$ cat config.mk
export PLATFORM = sky130hd
export DESIGN_NAME = lieat_exu_disp_rcv
export DESIGN_NICKNAME = d
export VERILOG_FILES = /design/src/rtl/lieat_exu_disp_rcv.sv
export SDC_FILE = /design/constraint.sdc
export NUM_CORES = 1
export LEC_CHECK = 0
export CORE_MARGIN = 2
export CORE_UTILIZATION = 40
export DETAILED_ROUTE_END_ITERATION = 16
export GPL_TIMING_DRIVEN = 1
export MAX_ROUTING_LAYER = met4
export PLACE_DENSITY = 0.7
export SLEW_MARGIN = 20
export SYNTH_ARGS = -nofsm -noshare
export SYNTH_HDL_FRONTEND = slang
export SYNTH_SLANG_ARGS = --single-unit
$ cat constraint.sdc
create_clock -name clock -period 18.89 [get_ports clock]
set_clock_uncertainty 0.2 [all_clocks]
set_input_delay 1.889 -clock clock [delete_from_list [all_inputs] [get_ports clock]]
set_output_delay 1.889 -clock clock [all_outputs]
set_load 0.02 [all_outputs]
$ cat src/rtl/lieat_exu_disp_rcv.sv
// lieat_exu_disp_rcv: dispatch receive FIFO between the ID-stage dispatch port and one execution unit
module lieat_exu_disp_rcv #(
    parameter int DW    = 64,
    parameter int DEPTH = 4,
    parameter int PTR_W = 2
) (
    input  logic             clock,
    input  logic             reset,
    input  logic             flush_req,
    input  logic             disp_valid,
    output logic             disp_ready,
    input  logic [DW-1:0]    disp_payload,
    output logic             exe_valid,
    input  logic             exe_ready,
    output logic [DW-1:0]    exe_payload,
    output logic [PTR_W:0]   occupancy,
    output logic             empty,
    output logic             full
);
    logic [DW-1:0]    mem_q [DEPTH];
    logic [DW-1:0]    mem_d [DEPTH];
    logic [PTR_W-1:0] wr_ptr_q, wr_ptr_d;
    logic [PTR_W-1:0] rd_ptr_q, rd_ptr_d;
    logic [PTR_W:0]   count_q, count_d;
    logic [PTR_W-1:0] ptr_diff;
    logic             push, pop;

    // Status and handshakes; disp_ready comes from registered count only, so exe_ready never reaches it
    always_comb begin
        empty       = count_q == '0;
        full        = count_q == (PTR_W+1)'(DEPTH);
        occupancy   = count_q;
        disp_ready  = ~full;
        exe_valid   = ~empty & ~flush_req;
        exe_payload = mem_q[rd_ptr_q];
        push        = disp_valid & disp_ready;
        pop         = exe_valid & exe_ready;
        ptr_diff    = wr_ptr_q - rd_ptr_q;
    end

    // Next-state: flush discards everything including a same-cycle push
    always_comb begin
        mem_d    = mem_q;
        wr_ptr_d = wr_ptr_q;
        rd_ptr_d = rd_ptr_q;
        count_d  = count_q;
        if (flush_req) begin
            wr_ptr_d = '0;
            rd_ptr_d = '0;
            count_d  = '0;
        end else begin
            if (push) begin
                mem_d[wr_ptr_q] = disp_payload;
                wr_ptr_d        = wr_ptr_q + PTR_W'(1);
            end
            if (pop)
                rd_ptr_d = rd_ptr_q + PTR_W'(1);
            count_d = count_q + (PTR_W+1)'(push) - (PTR_W+1)'(pop);
        end
    end

    // Control state with synchronous active-low reset
    always_ff @(posedge clock) begin
        if (!reset) begin
            wr_ptr_q <= '0;
            rd_ptr_q <= '0;
            count_q  <= '0;
        end else begin
            wr_ptr_q <= wr_ptr_d;
            rd_ptr_q <= rd_ptr_d;
            count_q  <= count_d;
        end
    end

    // Payload storage is left unreset; contents are only observed behind exe_valid
    always_ff @(posedge clock) begin
        mem_q <= mem_d;
    end

    a_count_ptr: assert property (@(posedge clock) disable iff (!reset)
        full || count_q == {1'b0, ptr_diff});
    a_no_push_full: assert property (@(posedge clock) disable iff (!reset)
        !(push && full));
    a_no_pop_empty: assert property (@(posedge clock) disable iff (!reset)
        !(pop && empty));
    a_occ_bound: assert property (@(posedge clock) disable iff (!reset)
        count_q <= (PTR_W+1)'(DEPTH));
endmodule

# Word level (Yosys, flattened, before mapping)
# Index checks and enable logic that the tools add are counted.
# totals
register_bits	263
out_inout_bits	71
# op_classes
addsub	4
order_cmp	3
eq_ne	1
mux	6
bitwise_logic	9
n_reduce_logical	4
# op_table
operator	count
bitwise mux 256 bit	1
two-way mux 64 bit	3
binary-select mux 64 bit (select 2 bit)	1
demux 64 bit (select 2 bit)	1
>= comparator 3 bit, second input constant	2
NOT 2 -> 3 bit	2
adder 2 x 1 -> 2 bit, second input constant	2
NOT 1 bit	4
adder 3 x 1 -> 3 bit	1
AND 1 bit	3
equality test 3 bit, second input constant	1
zero test 3 bit	1
< comparator 3 x 1 -> 1 bit, second input constant	1
subtractor 3 x 1 -> 3 bit	1
AND reduction 2 bit	1
OR reduction 2 bit	1
logical AND 1 bit	1

# Logic depth before layout (Yosys ltp)
# Gate-level depths: netlist of the first run.
# logic_depth
word_depth	6
ltp_mapped	11
ltp_nobuf	10

# Worst setup path before layout of the first run
# OpenSTA, ideal clock, no wires.
# synth_timing
path_kind	input to register
startpoint	in flush_req
endpoint	reg mem_q[0] in the netlist's numbering, enable pin
setup_ns	0.578
t_arrival_ns	6.766
t_required_ns	18.112
setup_slack_ns	11.346
stages	2
path_cell_list	clkbuf_1 nor3b_1
# synth_via
elab_chain_cells	2
# synth_rtl
item	line	source
start: declaration	9	input logic flush_req,
NOT 1 bit (no source line)	-	
AND reduction 2 bit (no source line)	-	
end signal: assignment	77	mem_q <= mem_d;
end: declaration	20	logic [DW-1:0] mem_q [DEPTH];
# No other way between the ends.
# A chain may end at the register's enable or synchronous reset.

# Worst setup path in the final report of the first run
# layout_timing
startpoint	in flush_req
endpoint	out exe_valid
# layout_via
elab_chain_cells	2
# layout_rtl
item	line	source
NOT 1 bit (no source line)	-	
AND 1 bit	34	exe_valid = ~empty & ~flush_req;
end: declaration	13	output logic exe_valid,
# No other way between the ends.

==> results.txt, run 1 <==
----------------------------------------------------
[Floorplanning]
  Row count ... 57
  Top-Level Pins ... 140
  Height of the die ... 159.9 µm
  Initial Utilization ... 40.31%
  Die Outline Area ... 25560 µm²
  Chip Width ... 159.9 µm
  Core box area ... 24110 µm²

[Power]
  Leak ... 3.833 nW
  Worst-case vdd ir drop ... 60.25 µV
  Pwr/cell area ... 98.57 nW/µm²

[Synthesis]
  Post-Syn Area ... 9717 µm²
  Cell types with the largest area share after synthesis ... edfxtp_1 79%, mux4_2 15%, dfxtp_1 1.4%
  Synth area leader ... edfxtp_1
  Most used standard cell by instance count after synthesis ... edfxtp_1
  Post-Syn Nets ... 463
  Share of flip-flops with an asynchronous set or reset after synthesis ... 0%
  Fraction of the yosys area taken by sequential cells ... 80.56%
  Count of unique library cells instantiated by Yosys ... 29
  Post-synth EDFFs ... 256
  Top flip-flop cell by instance count after synthesis ... edfxtp_1
  Yosys Warn Count ... 0
  Synth Area per Inst ... 25.11 µm²
  Most frequent cells after synthesis ... 256 x edfxtp_1, 64 x mux4_2, 7 x dfxtp_1
  Synth Register Bits ... 263
  Area share of the leading cell type in the synthesized netlist ... 79.11%
  Gate count after technology mapping ... 387

[Placed design]
  Final HPWL from detailed placement ... 10190 µm
  DP Worst Slack ... 13510 ps
  Final weighted congestion of routability-driven global placement ... 0.7249
  Number of port buffers ... 139

[Detailed routing]
  Average wire per standard cell ... 19.56 µm
  Average via count per standard cell ... 5.004
  Detailed router's first-iteration violation count ... 207
  Antenna viol nets, final ... 0
  Detailed-route via count ... 4469
  Number of DRC violations after detailed routing ... 0
  First drt pass iteration count ... 4
  Final Routed Wirelength ... 17470 µm

[Cells and area]
  Number of filler instances in the final layout ... 1953
  Synth-to-Final Area Change ... 26.54%
  Nets ... 623
  Fraction of the core area covered by cells at the end of the flow ... 51.01%
  Fraction of final layout cells sized beyond drive strength 1 ... 20.60%

[Clock network]
  Clock Sinks ... 263
  Post-CTS Repair Setup Buffers ... 0
  Clock tree root driver cell ... clkbuf_16
  Clock-pin transition on the worst setup and hold timing paths ... 60 ps
  Number of H-tree branching levels ... 1
  Number of gates resized after CTS ... 0
  Skew-Pair Late Insertion Delay ... 520 ps
  Cts bufs inserted ... 27
  Hold-fix buffers, CTS ... 0
  Clock tree from TritonCTS ... yes
  Maximum clock path buffer count ... 3

[Timing]
  Setup-violating endpoint count in the final report ... 0
  Worst Hold Slack ... 324.4 ps
  Headroom to the max-slew limit ... 33.68%
  Max frequency ... 185.9 MHz
  Worst Setup Slack, final ... 13510 ps
  Fin Setup TNS ... 0 ps
  Final min period ... 5380 ps
  Transition time at the pin with the least slew margin ... 994.7 ps
  Setup repair after global routing missed its margin ... no
  Final clock period utilization by the worst path ... 28.48%
  Final hold violations ... 0
  Final count of pins violating max slew ... 0

[Worst setup path]
  Required time worst endpoint ... 16800 ps
  Critical path start-end classification ... primary input to output pin
  Worst path most repeated cell ... clkdlybuf4s50_1
  Max FO, Critical Path ... 9
  Highest cell delay on the worst timing path ... 620 ps
  Worst endpoint data arrival time ... 3290 ps
  Kind of end point of the critical path ... output pin
  Startpoint class of the critical path ... primary input
  Critical path's slowest cell ... clkdlybuf4s50_1
  Cell-by-cell trace of the critical path ... clkdlybuf4s50_1 > nor2_1 > clkdlybuf4s50_1

[Global routing]
  Antenna violations before repair ... 1
  First-pass GRT wire length ... 27460 µm
  Overall track demand over capacity in global routing ... 14.33%
  Congestion Overflow GR ... 0
  Pin count of the biggest net entering global routing ... 67
  Number of global-route vias before repair ... 4935

[Job]
  Max-cap violation count ... 0

[Worst hold path]
  Worst hold path type ... register to register

[Run status]
  Status ... complete, no violations

----------------------------------------------------
[through the flow]
stage | instances | power (mW) | area, µm²
final | 893 | 1.212 | 12300
after floorplan | 387 | 0.6940 | 9717
after global placement | 842 | 0.7298 | 11460
after detailed placement | 842 | 0.7327 | 11460
after CTS | 892 | 1.229 | 12290
after global routing | 893 | 1.256 | 12300
[cell type report]
| cell class | count | area, µm² | share of cell area [%] |
|---|---|---|---|
| tap | 324 | 405.4 | 3.297 |
| clock inverter | 13 | 92.59 | 0.7530 |
| antenna | 1 | 2.502 | 0.02035 |
| multi-input combinational | 101 | 1735 | 14.11 |
| inverter | 6 | 22.52 | 0.1832 |
| sequential | 263 | 7835 | 63.72 |
| clock buffer | 37 | 743.2 | 6.045 |
| timing repair buffer | 148 | 1459 | 11.87 |
[sequential cells by signal, summed over array words and instances (netlist names)]
signal / cells
rd_ptr_q: 2
mem_q: 256
occupancy: 3
wr_ptr_q: 2
[cell families (layout without fill, tap and decap cells)]
logic type / after synthesis / in the layout / share of synthesized area [%]
adders and majority gates: 7 / 7 / 0.9786
muxes: 65 / 65 / 14.94
and+or+nand+nor: 22 / 22 / 1.339
xor gates and xnor gates: 1 / 1 / 0.09015
DFF: 263 / 263 / 80.56
AOI/OAI and AO/OA: 6 / 6 / 0.3089
other: 0 / 1 / 0
buffers and inverters: 23 / 204 / 1.790
[placed cells by master, fill, tap and decap left out, drive strengths merged, types with 2 or more instances in the layout]
master / n
nand2: 2
nand2b: 2
clkbuf: 37
mux4: 64
clkinv: 9
and2: 2
ha: 6
nor3: 2
nor2: 3
nor3b: 5
dfxtp: 7
clkdlybuf4s50: 139
o21ai: 3
inv: 8
edfxtp: 256
nand3: 2
buf: 9
a21oi: 3
[metal layers]
metal | GRT usage (%) | part of all wire [%] | up-vias
met5 | - | 0 | -
met4 | 3.030 | 1.3 | 0
met3 | 3.143 | 6.4 | 19
met2 | 24.28 | 51 | 131
met1 | 17.94 | 41 | 2349
li1 | - | - | 1970
[report_power, final]
part           switching (mW)  leakage, nW  internal [mW]
Sequential            0.00294         2.38          0.651
Clock                   0.204        0.407          0.288
Combinational          0.0315         1.04         0.0346
Total                   0.238         3.83          0.974
[final timing paths]
path | startpoint | end | slack, ps | cells after the start
hold / removal | wr_ptr_q[1]$_SDFFE_PP0N_ | wr_ptr_q[1]$_SDFFE_PP0N_ | 320 | 2
hold reg to reg | wr_ptr_q[1]$_SDFFE_PP0N_ | wr_ptr_q[1]$_SDFFE_PP0N_ | 320 | 2
setup reg to reg | occupancy[1]$_SDFF_PP0_ | occupancy[2]$_SDFF_PP0_ | 16120 | 10
setup / recovery | flush_req | exe_valid | 13510 | 3
[critical path: cells and delay by family]
| family | cells | cell delay [ps] |
|---|---|---|
| buf+inv | 2 | 1210 |
| simple gates | 1 | 190 |
Note: power is estimated with default switching activity, not from simulation.
==> inputs of run 2 (changes only) <==
==> constraint.sdc (replaced) <==
create_clock -name clock -period 5 [get_ports clock]
set_clock_uncertainty 0.2 [all_clocks]
set_input_delay 0.5 -clock clock [delete_from_list [all_inputs] [get_ports clock]]
set_output_delay 0.5 -clock clock [all_outputs]
set_load 0.02 [all_outputs]
==> results.txt, run 2 (synthesized netlist as in run 1, its figures left out) <==
----------------------------------------------------
[Detailed routing]
  Antenna viol nets, final ... 0 (unchanged)
  Detailed router's first-iteration violation count ... 284 (was 207)
  Number of DRC violations after detailed routing ... 0 (unchanged)
  Average via count per standard cell ... 4.980 (was 5.004)
  Detailed-route via count ... 4427 (was 4469)
  First drt pass iteration count ... 4 (unchanged)
  Average wire per standard cell ... 19.49 µm (was 19.56 µm)
  Final Routed Wirelength ... 17320 µm (was 17470 µm)

[Global routing]
  Overall track demand over capacity in global routing ... 14.05% (was 14.33%)
  Number of global-route vias before repair ... 4943 (was 4935)
  Antenna violations before repair ... 1 (unchanged)
  Pin count of the biggest net entering global routing ... 67 (unchanged)
  First-pass GRT wire length ... 27150 µm (was 27460 µm)
  Congestion Overflow GR ... 0 (unchanged)

[Clock network]
  Hold-fix buffers, CTS ... 0 (unchanged)
  Clock tree from TritonCTS ... yes (unchanged)
  Number of gates resized after CTS ... 0 (unchanged)
  Skew-Pair Late Insertion Delay ... 520 ps (about the same)
  Clock tree root driver cell ... clkbuf_16 (unchanged)
  Maximum clock path buffer count ... 3 (unchanged)
  Clock-pin transition on the worst setup and hold timing paths ... 60 ps (about the same)
  Post-CTS Repair Setup Buffers ... 0 (unchanged)
  Number of H-tree branching levels ... 1 (unchanged)
  Clock Sinks ... 263 (unchanged)
  Cts bufs inserted ... 27 (unchanged)

[Worst setup path]
  Required time worst endpoint ... 4300 ps (was 16800 ps)
  Critical path start-end classification ... register to output pin (was primary input to output pin)
  Kind of end point of the critical path ... output pin (unchanged)
  Highest cell delay on the worst timing path ... 710 ps (was 620 ps)
  Worst R2R Path Depth ... 10 (unchanged)
  Cell-by-cell trace of the critical path ... buf_12 > mux4_2 > clkdlybuf4s50_1 (was clkdlybuf4s50_1 > nor2_1 > clkdlybuf4s50_1)
  Cell family contributing the most delay on the critical path ... buffers and inverters (unchanged)
  Max FO, Critical Path ... 40 (was 9)
  Path length in cells of the critical path ... 3 (unchanged)
  Worst endpoint data arrival time ... 2830 ps (was 3290 ps)
  Critical path's slowest cell ... dfxtp_4 (was clkdlybuf4s50_1)
  Buffers plus inverters on the worst setup path ... 2 (unchanged)
  Startpoint class of the critical path ... register (was primary input)

[Timing]
  Max frequency ... 283.4 MHz
  Final min period ... 3528 ps
  Worst Setup Slack, final ... 1472 ps (was 13510 ps)
  Final clock period utilization by the worst path ... 70.57%
  Final hold violations ... 0 (unchanged)
  Headroom to the max-slew limit ... 32.27% (was 33.68%)
  Setup repair after global routing missed its margin ... no (unchanged)
  Setup-violating endpoint count in the final report ... 0 (unchanged)
  Final count of pins violating max slew ... 0 (unchanged)
  Transition time at the pin with the least slew margin ... 1016 ps (was 994.7 ps)

[Power]
  Worst-case vdd ir drop ... 285.4 µV (was 60.25 µV)
  Pwr/cell area ... 388.4 nW/µm² (was 98.57 nW/µm²)
  Leak ... 3.855 nW (was 3.833 nW)

[Worst hold path]
  Worst hold path type ... register to register (unchanged)
  Hold depth ... 2 (unchanged)

[Cells and area]
  Fraction of the core area covered by cells at the end of the flow ... 51.40% (was 51.01%)
  Nets ... 619 (was 623)
  Commonest non-fill, non-tap cell in the layout ... edfxtp_1 (unchanged)
  Largest register by flop count ... mem_q (unchanged)
  Largest register FFs ... 256 (unchanged)
  Highest-count cells in the layout ignoring fill and taps ... 256 x edfxtp_1, 139 x clkdlybuf4s50_1, 64 x mux4_2, 27 x clkbuf_16 (was 256 x edfxtp_1, 139 x clkdlybuf4s50_1, 64 x mux4_2, 27 x clkbuf_16, 9 x buf_4)
  Fraction of final layout cells sized beyond drive strength 1 ... 20.74% (was 20.60%)
  Number of filler instances in the final layout ... 1934 (was 1953)
  Number of standard cells in the final layout excluding fillers ... 889 (was 893)
  Synth-to-Final Area Change ... 27.50% (was 26.54%)
  Total non-filler cell area in the finished layout ... 12390 µm² (was 12300 µm²)

[Floorplanning]
  Height of the die ... 159.9 µm (unchanged)
  Initial Utilization ... 40.31% (unchanged)
  Chip Width ... 159.9 µm (unchanged)
  Core box area ... 24110 µm² (unchanged)
  Row count ... 57 (unchanged)
  Top-Level Pins ... 140 (unchanged)
  Die Outline Area ... 25560 µm² (unchanged)

[Placed design]
  Final HPWL from detailed placement ... 9614 µm (was 10190 µm)
  Final weighted congestion of routability-driven global placement ... 0.7087 (was 0.7249)
  Instance area after placement ... 11440 µm² (was 11460 µm²)
  Number of port buffers ... 139 (unchanged)
  DP Worst Slack ... 1845 ps (was 13510 ps)
  Placed cell count ... 838 (was 842)

[Run status]
  Status ... complete, no violations (unchanged)

[Job]
  Max-cap violation count ... 0 (unchanged)

----------------------------------------------------
run 2: power breakdown:
| group | total, mW | internal, mW | switching (mW) |
|---|---|---|---|
| logic | 0.248 | 0.130 | 0.118 |
| registers | 2.47 | 2.46 | 0.0108 |
| clock network | 2.10 | 1.30 | 0.793 |
| total | 4.81 | 3.89 | 0.921 |
run 2: final cells by class:
class,count,area [µm²],area share [%]
Clock inverter,19,256.5,2.070
Sequential cell,263,7835,63.24
Multi-Input combinational cell,101,1735,14.01
Inverter,6,22.52,0.1818
Antenna cell,1,2.502,0.02020
Tap cell,324,405.4,3.272
Clock buffer,31,690.7,5.575
Timing Repair Buffer,144,1441,11.63
run 2: worst register-to-register path: cells and delay by family (launching register included):
kind / cells / cell delay (ps)
DFF: 1 / 360
adders and majority gates: 3 / 790
and+or+nand+nor: 4 / 1020
xor gates and xnor gates: 1 / 160
buffers and inverters: 2 / 100
run 2: path summary, 6_finish.rpt:
check                                 from                  endpoint  slack (ps)
setup / recovery  rd_ptr_q[0]$_SDFFE_PP0P_           exe_payload[27]        1470
hold / removal    wr_ptr_q[1]$_SDFFE_PP0N_  wr_ptr_q[1]$_SDFFE_PP0N_         340
setup reg to reg   occupancy[1]$_SDFF_PP0_   occupancy[2]$_SDFF_PP0_        2280
hold reg to reg   wr_ptr_q[1]$_SDFFE_PP0N_  wr_ptr_q[1]$_SDFFE_PP0N_         340
run 2: stage by stage:
stage	setup TNS, ps	power (mW)	hold WS, ps
after floorplan	-388310	2.622	283.7
after global placement	0	2.757	293.3
after detailed placement	0	2.767	329.9
after CTS	0	4.869	338.8
after global routing	0	4.970	361.6
final	0	4.813	340.2
run 2: per-layer routing:
metal	up-vias	wire length (µm)	GRT usage (%)
met2	122	8742	23.49
met5	-	0	-
met3	23	1084	3.403
met1	2325	7225	17.49
li1	1957	-	-
met4	0	271	3.317
